--- src/rtl/dino_pkg.sv ---
// Shared constants and types for the dino sprite renderer.
// Frame bases select between the two run-animation sprite images in the ROM.
package dino_pkg;

    localparam int SPR_W    = 22;
    localparam int SPR_H    = 47;
    localparam int H_ACTIVE = 640;
    localparam int V_ACTIVE = 480;

    localparam logic [11:0] FRAME_BASE_0 = 12'h000;
    localparam logic [11:0] FRAME_BASE_1 = 12'h100;

    // Per-pixel side-band that travels with the ROM access.
    typedef struct packed {
        logic       hit;
        logic       valid;
        logic [4:0] col;
    } pix_stage_t;

    function automatic logic [11:0] frame_base(input logic frame_sel);
        return frame_sel ? FRAME_BASE_1 : FRAME_BASE_0;
    endfunction

endpackage

--- src/rtl/dino_anim_ctrl.sv ---
// Frame-rate control for the dino: latches the sprite position once per frame
// and advances the two-frame run animation every ANIM_DIV frame ticks.
module dino_anim_ctrl
    import dino_pkg::*;
#(
    parameter int ANIM_DIV = 6
) (
    input  logic       clk,
    input  logic       rst_n,
    input  logic       frame_tick,
    input  logic [9:0] dino_x,
    input  logic [9:0] dino_y,
    input  logic       running,
    output logic [9:0] pos_x,
    output logic [9:0] pos_y,
    output logic       frame_sel
);

    localparam logic [7:0] ANIM_LAST = 8'(ANIM_DIV - 1);

    logic [7:0] anim_cnt;

    always_ff @(posedge clk or negedge rst_n) begin
        if (!rst_n) begin
            pos_x     <= '0;
            pos_y     <= '0;
            frame_sel <= 1'b0;
            anim_cnt  <= '0;
        end else if (frame_tick) begin
            pos_x <= dino_x;
            pos_y <= dino_y;
            if (running) begin
                if (anim_cnt == ANIM_LAST) begin
                    anim_cnt  <= '0;
                    frame_sel <= ~frame_sel;
                end else begin
                    anim_cnt <= anim_cnt + 8'd1;
                end
            end else begin
                // Standing still always shows the first frame and restarts the cadence.
                anim_cnt  <= '0;
                frame_sel <= 1'b0;
            end
        end
    end

endmodule

--- src/rtl/dino_sprite_render.sv ---
// Three-stage pixel pipeline: position compare and ROM address, ROM read,
// then column select into a single dino pixel aligned with a delayed valid.
module dino_sprite_render
    import dino_pkg::*;
#(
    parameter int SPR_W      = dino_pkg::SPR_W,
    parameter int SPR_H      = dino_pkg::SPR_H,
    parameter int SCALE_LOG2 = 0,
    parameter int ANIM_DIV   = 6
) (
    input  logic             clk,
    input  logic             rst_n,
    input  logic [9:0]       pix_x,
    input  logic [9:0]       pix_y,
    input  logic             pix_valid,
    input  logic             frame_tick,
    input  logic [9:0]       dino_x,
    input  logic [9:0]       dino_y,
    input  logic             running,
    output logic [11:0]      addr_dino,
    input  logic [SPR_W-1:0] outd,
    output logic             dino_pix,
    output logic             dino_valid
);

    localparam logic [10:0] W_LIM = 11'(SPR_W << SCALE_LOG2);
    localparam logic [10:0] H_LIM = 11'(SPR_H << SCALE_LOG2);

    logic [9:0]  pos_x;
    logic [9:0]  pos_y;
    logic        frame_sel;

    logic [10:0] dx;
    logic [10:0] dy;
    logic        hit;
    logic [5:0]  row;
    logic [4:0]  col;

    pix_stage_t  st1;
    pix_stage_t  st2;

    dino_anim_ctrl #(
        .ANIM_DIV (ANIM_DIV)
    ) u_anim_ctrl (
        .clk        (clk),
        .rst_n      (rst_n),
        .frame_tick (frame_tick),
        .dino_x     (dino_x),
        .dino_y     (dino_y),
        .running    (running),
        .pos_x      (pos_x),
        .pos_y      (pos_y),
        .frame_sel  (frame_sel)
    );

    // 11-bit difference keeps the sign so scan positions left/above the sprite never alias.
    assign dx  = {1'b0, pix_x} - {1'b0, pos_x};
    assign dy  = {1'b0, pix_y} - {1'b0, pos_y};
    assign hit = pix_valid & ~dx[10] & (dx < W_LIM) & ~dy[10] & (dy < H_LIM);
    assign row = 6'(dy >> SCALE_LOG2);
    assign col = 5'(dx >> SCALE_LOG2);

    always_ff @(posedge clk or negedge rst_n) begin
        if (!rst_n) begin
            addr_dino <= '0;
            st1       <= '0;
        end else begin
            if (hit) begin
                addr_dino <= frame_base(frame_sel) | {6'b000000, row};
            end
            st1.hit   <= hit;
            st1.valid <= pix_valid;
            st1.col   <= hit ? col : 5'd0;
        end
    end

    always_ff @(posedge clk or negedge rst_n) begin
        if (!rst_n) begin
            st2 <= '0;
        end else begin
            st2 <= st1;
        end
    end

    always_ff @(posedge clk or negedge rst_n) begin
        if (!rst_n) begin
            dino_pix   <= 1'b0;
            dino_valid <= 1'b0;
        end else begin
            dino_pix   <= st2.hit & outd[st2.col];
            dino_valid <= st2.valid;
        end
    end

endmodule

--- config.mk ---
export PLATFORM = sky130hd
export DESIGN_NAME = dino_sprite_render
export DESIGN_NICKNAME = d
export VERILOG_FILES = /design/src/rtl/dino_pkg.sv /design/src/rtl/dino_anim_ctrl.sv /design/src/rtl/dino_sprite_render.sv
export SDC_FILE = /design/constraint.sdc
export NUM_CORES = 1
export LEC_CHECK = 0
export BUFFER_PORTS_ARGS = -buffer_cell sky130_fd_sc_hd__buf_2
export CAP_MARGIN = 30
export CORE_ASPECT_RATIO = 2
export CORE_MARGIN = 4
export CORE_UTILIZATION = 43
export DETAILED_ROUTE_END_ITERATION = 6
export PLACE_DENSITY = 0.64
export SKIP_LAST_GASP = 1
export SLEW_MARGIN = 25
export SYNTH_ARGS = -nofsm -noshare
export SYNTH_HDL_FRONTEND = slang
export SYNTH_SLANG_ARGS = --single-unit
--- constraint.sdc ---
create_clock -name clk -period 6.55 [get_ports clk]
set_input_delay 0.655 -clock clk [delete_from_list [all_inputs] [get_ports clk]]
set_output_delay 0.655 -clock clk [all_outputs]
set_load 0.01 [all_outputs]
==> metrics <==
detailed placement HPWL=5920 um; type of the tightest min-delay check=reg2reg; worst endpoint data arrival time=3.34 ns; Worst Slack Setup Final=3.40 ns; sw power=255 uW; Post-synth top flop=sky130_fd_sc_hd__dfrtp_1; routed length on met1=2680 um; Max-Slew Margin vs Limit=49.0%; pre-CTS worst setup slack=3.09 ns; total iterations of the first detailed-routing run=4; Cell Area, Synth=3260 um^2; number of top-level pins=81; startpoint kind of the worst setup timing path=primary input; share of power burned in the clock network=32.9%; hold slack final=0.350 ns; part of the Yosys area used for sequential elements=39.9%; total placed instance area=3670 um^2; Max-Cap Viols=0; vias per cell=5.29; post-cts gate resize count=0; Critical path destination=addr_dino[8]; highest achievable clock rate=317 MHz; maximum fanout along the worst path=7; worst setup slack for register-to-register paths=3.47 ns; Via Count=2,666; last weighted congestion value of the routability-driven placer=0.869; number of buffers inserted during clock tree synthesis=5; number of pins with negative max-slew slack in the final report=0; clock latency reported for the late side of the worst-skew pair=0.30 ns; starting density of the core=44.5%; logic depth of the worst register-to-register path=9; antenna violations before repair=0; origin of the worst setup path=pix_y[0]; portion of total power attributed to sequential cells=41.5%; full die area=9120 um^2; power per cell area=217 nW/um^2; area taken by multi-input logic gates=1740 um^2; number of buffers inserted by hold repair at cts=0; mean post-synth cell area=9.56 um^2; Setup Skew=0.00540 ns; unrepaired setup endpoints after global routing=false; H-Tree Level Count=2; type of the setup path with the least slack=in2reg; metal2 WL=4240 um; count of buffers from port buffering=75; area occupied by registers=1300 um^2; Final Hold Viols=0; maximum number of pins on one net before global-route repair=53; CTS max path bufs=2; total congestion overflow after global routing=0; measured slew at the worst slew-check pin=0.765 ns; kind of end point of the critical path=flop; clock-pin transition on the worst setup and hold timing paths=0.07 ns; setup tns final=0 ns; core area=7320 um^2; die width=69.6 um; # diodes=0; end of the worst register-to-register path=addr_dino[8]; top layer in use=met4; Worst VDD drop=0.140 mV; Worst EP required=6.74 ns; outcome=complete, no violations; most used cells in the layout excluding fill and tap cells=sky130_fd_sc_hd__buf_2 (75), sky130_fd_sc_hd__dfrtp_1 (52), sky130_fd_sc_hd__inv_1 (35), sky130_fd_sc_hd__nand2_1 (31), sky130_fd_sc_hd__o21ai_0 (29); share of the clock period used by the worst path after layout=48.1%; combinational fraction of design power=25.6%; routed length on met3=338 um; post-detailed-routing wire length=7460 um; leakage power summed over all cells=1.85 nW; post-detailed-route DRC marker count=0; average wire per cell in the routed design=14.8 um; all-layer global routing usage=17.2%; share of flip-flops with an asynchronous set or reset=100%; Row Count=44; vertical die dimension=131 um; Distinct cells, synth=58; via count of the first global-routing pass=2,754; area growth from synthesis to layout=17.2%; final setup violation count=0; Synth Warn #=0; post-route cell area=3820 um^2; TritonCTS clock tree=built; internal power=572 uW; switching portion of total power=30.8%; RR Startpoint=u_anim_ctrl.pos_y[0]; global-route wire length before repair=12,700 um; cells after synthesis=341; sink count of the clock tree=52; fraction of final layout cells with drive strength greater than 1=23.5%; buffer type at the clock tree root=sky130_fd_sc_hd__clkbuf_16; number of synthesized register bits=52; 1st-iter DRT viols=109; layout filler cell count=725; number of enable flip-flop cells after synthesis=0; most frequent standard cell in the layout excluding fill and tap cells=sky130_fd_sc_hd__buf_2; nets@finish=502; final antenna-violating net count=0; setup repair bufs after CTS=0; Period minus WS final=3.15 ns
## final cells by class
class                   instances  area share [%]
repair buffers                 76            10.0
clock buffers                   5            3.27
flip-flops and latches         52            34.0
well taps                      92            3.01
clock inverters                 3           0.720
inverters                      35            3.44
multi-input cells             241            45.5
## registers in the layout, indices dropped and copies added, names as in the netlist
signal and flops:
u_anim_ctrl.pos_y 10, st2 7, u_anim_ctrl.pos_x 10, addr_dino 7, dino_valid 1, u_anim_ctrl.anim_cnt 8
dino_pix 1, st1 7, u_anim_ctrl.frame_sel 1
## power by group through the flow
stage	clock network [mW]	logic, mW	registers, mW
2_1_floorplan	0	0.153	0.348
3_3_place_gp	0	0.210	0.350
3_5_place_dp	0	0.213	0.350
4_1_cts	0.281	0.215	0.343
5_1_grt	0.295	0.242	0.345
6_report	0.272	0.212	0.343
## critical path, cell delays in order
cell                        delay, ns
sky130_fd_sc_hd__buf_2           0.08
sky130_fd_sc_hd__inv_1           0.03
sky130_fd_sc_hd__ha_1            0.21
sky130_fd_sc_hd__fa_1            0.40
sky130_fd_sc_hd__nor2b_1         0.17
sky130_fd_sc_hd__o2111ai_1       0.19
sky130_fd_sc_hd__a21boi_0        0.28
sky130_fd_sc_hd__o2111ai_1       0.16
sky130_fd_sc_hd__nor4b_1         0.30
sky130_fd_sc_hd__and4_1          0.53
sky130_fd_sc_hd__mux2_4          0.34
## per-layer routing
metal / GRT usage, % / up-vias
li1: - / 1331
met2: 33.4 / 70
met4: 7.39 / 0
met5: 0 / -
met3: 3.36 / 14
met1: 17.1 / 1251
## per-stage QoR
step                total power, mW  utilization [%]  cells
floorplan                     0.501                -    345
global placement              0.559             50.1    496
detailed placement            0.563             50.1    496
CTS                           0.840             52.2    504
global route                  0.883             52.2    504
finish                        0.828             52.2    504
## logic make-up after synthesis
group | Yosys count | share of synthesized area (%)
AOI/OAI and AO/OA | 78 | 15.6
xor gates and xnor gates | 9 | 2.42
adders and majority gates | 24 | 9.67
buffers and inverters | 52 | 7.21
DFF | 52 | 39.9
muxes | 22 | 9.52
other | 1 | 0.115
and+or+nand+nor | 103 | 15.6
## synthesized netlist by cell type (3+ instances only)
cell / number / area (um^2)
sky130_fd_sc_hd__o22ai_1: 3 / 18.8
sky130_fd_sc_hd__a21oi_1: 9 / 45.0
sky130_fd_sc_hd__inv_1: 35 / 131
sky130_fd_sc_hd__o2111ai_1: 3 / 26.3
sky130_fd_sc_hd__o21ai_0: 29 / 145
sky130_fd_sc_hd__xor2_1: 6 / 52.6
sky130_fd_sc_hd__a21o_1: 5 / 37.5
sky130_fd_sc_hd__mux2_2: 3 / 33.8
sky130_fd_sc_hd__nand4_1: 3 / 18.8
sky130_fd_sc_hd__nor3_1: 6 / 30.0
sky130_fd_sc_hd__buf_4: 6 / 45.0
sky130_fd_sc_hd__dfrtp_1: 52 / 1300
sky130_fd_sc_hd__ha_1: 22 / 275
sky130_fd_sc_hd__clkbuf_1: 5 / 18.8
sky130_fd_sc_hd__a211oi_1: 6 / 45.0
sky130_fd_sc_hd__nor2b_1: 6 / 37.5
sky130_fd_sc_hd__mux2i_1: 10 / 100
sky130_fd_sc_hd__nand3_1: 10 / 50.1
sky130_fd_sc_hd__nand2_1: 31 / 116
sky130_fd_sc_hd__mux4_2: 6 / 135
sky130_fd_sc_hd__a21boi_0: 3 / 22.5
sky130_fd_sc_hd__nor2_1: 25 / 93.8
sky130_fd_sc_hd__nand2b_1: 5 / 31.3
sky130_fd_sc_hd__xnor2_1: 3 / 26.3
sky130_fd_sc_hd__a2111oi_0: 3 / 26.3
## worst min-delay path by stage
| stage | start | end | slack [ns] | cells past startpoint |
|---|---|---|---|---|
| floorplan | st2[5] | dino_valid | 0.33 | 0 |
| global placement | st1[0] | st2[0] | 0.33 | 0 |
| detailed placement | st1[3] | st2[3] | 0.34 | 0 |
| CTS | st1[3] | st2[3] | 0.35 | 0 |
| global route | st1[3] | st2[3] | 0.36 | 0 |
| finish | st1[3] | st2[3] | 0.35 | 0 |
Power figures use the tool's default switching activity.
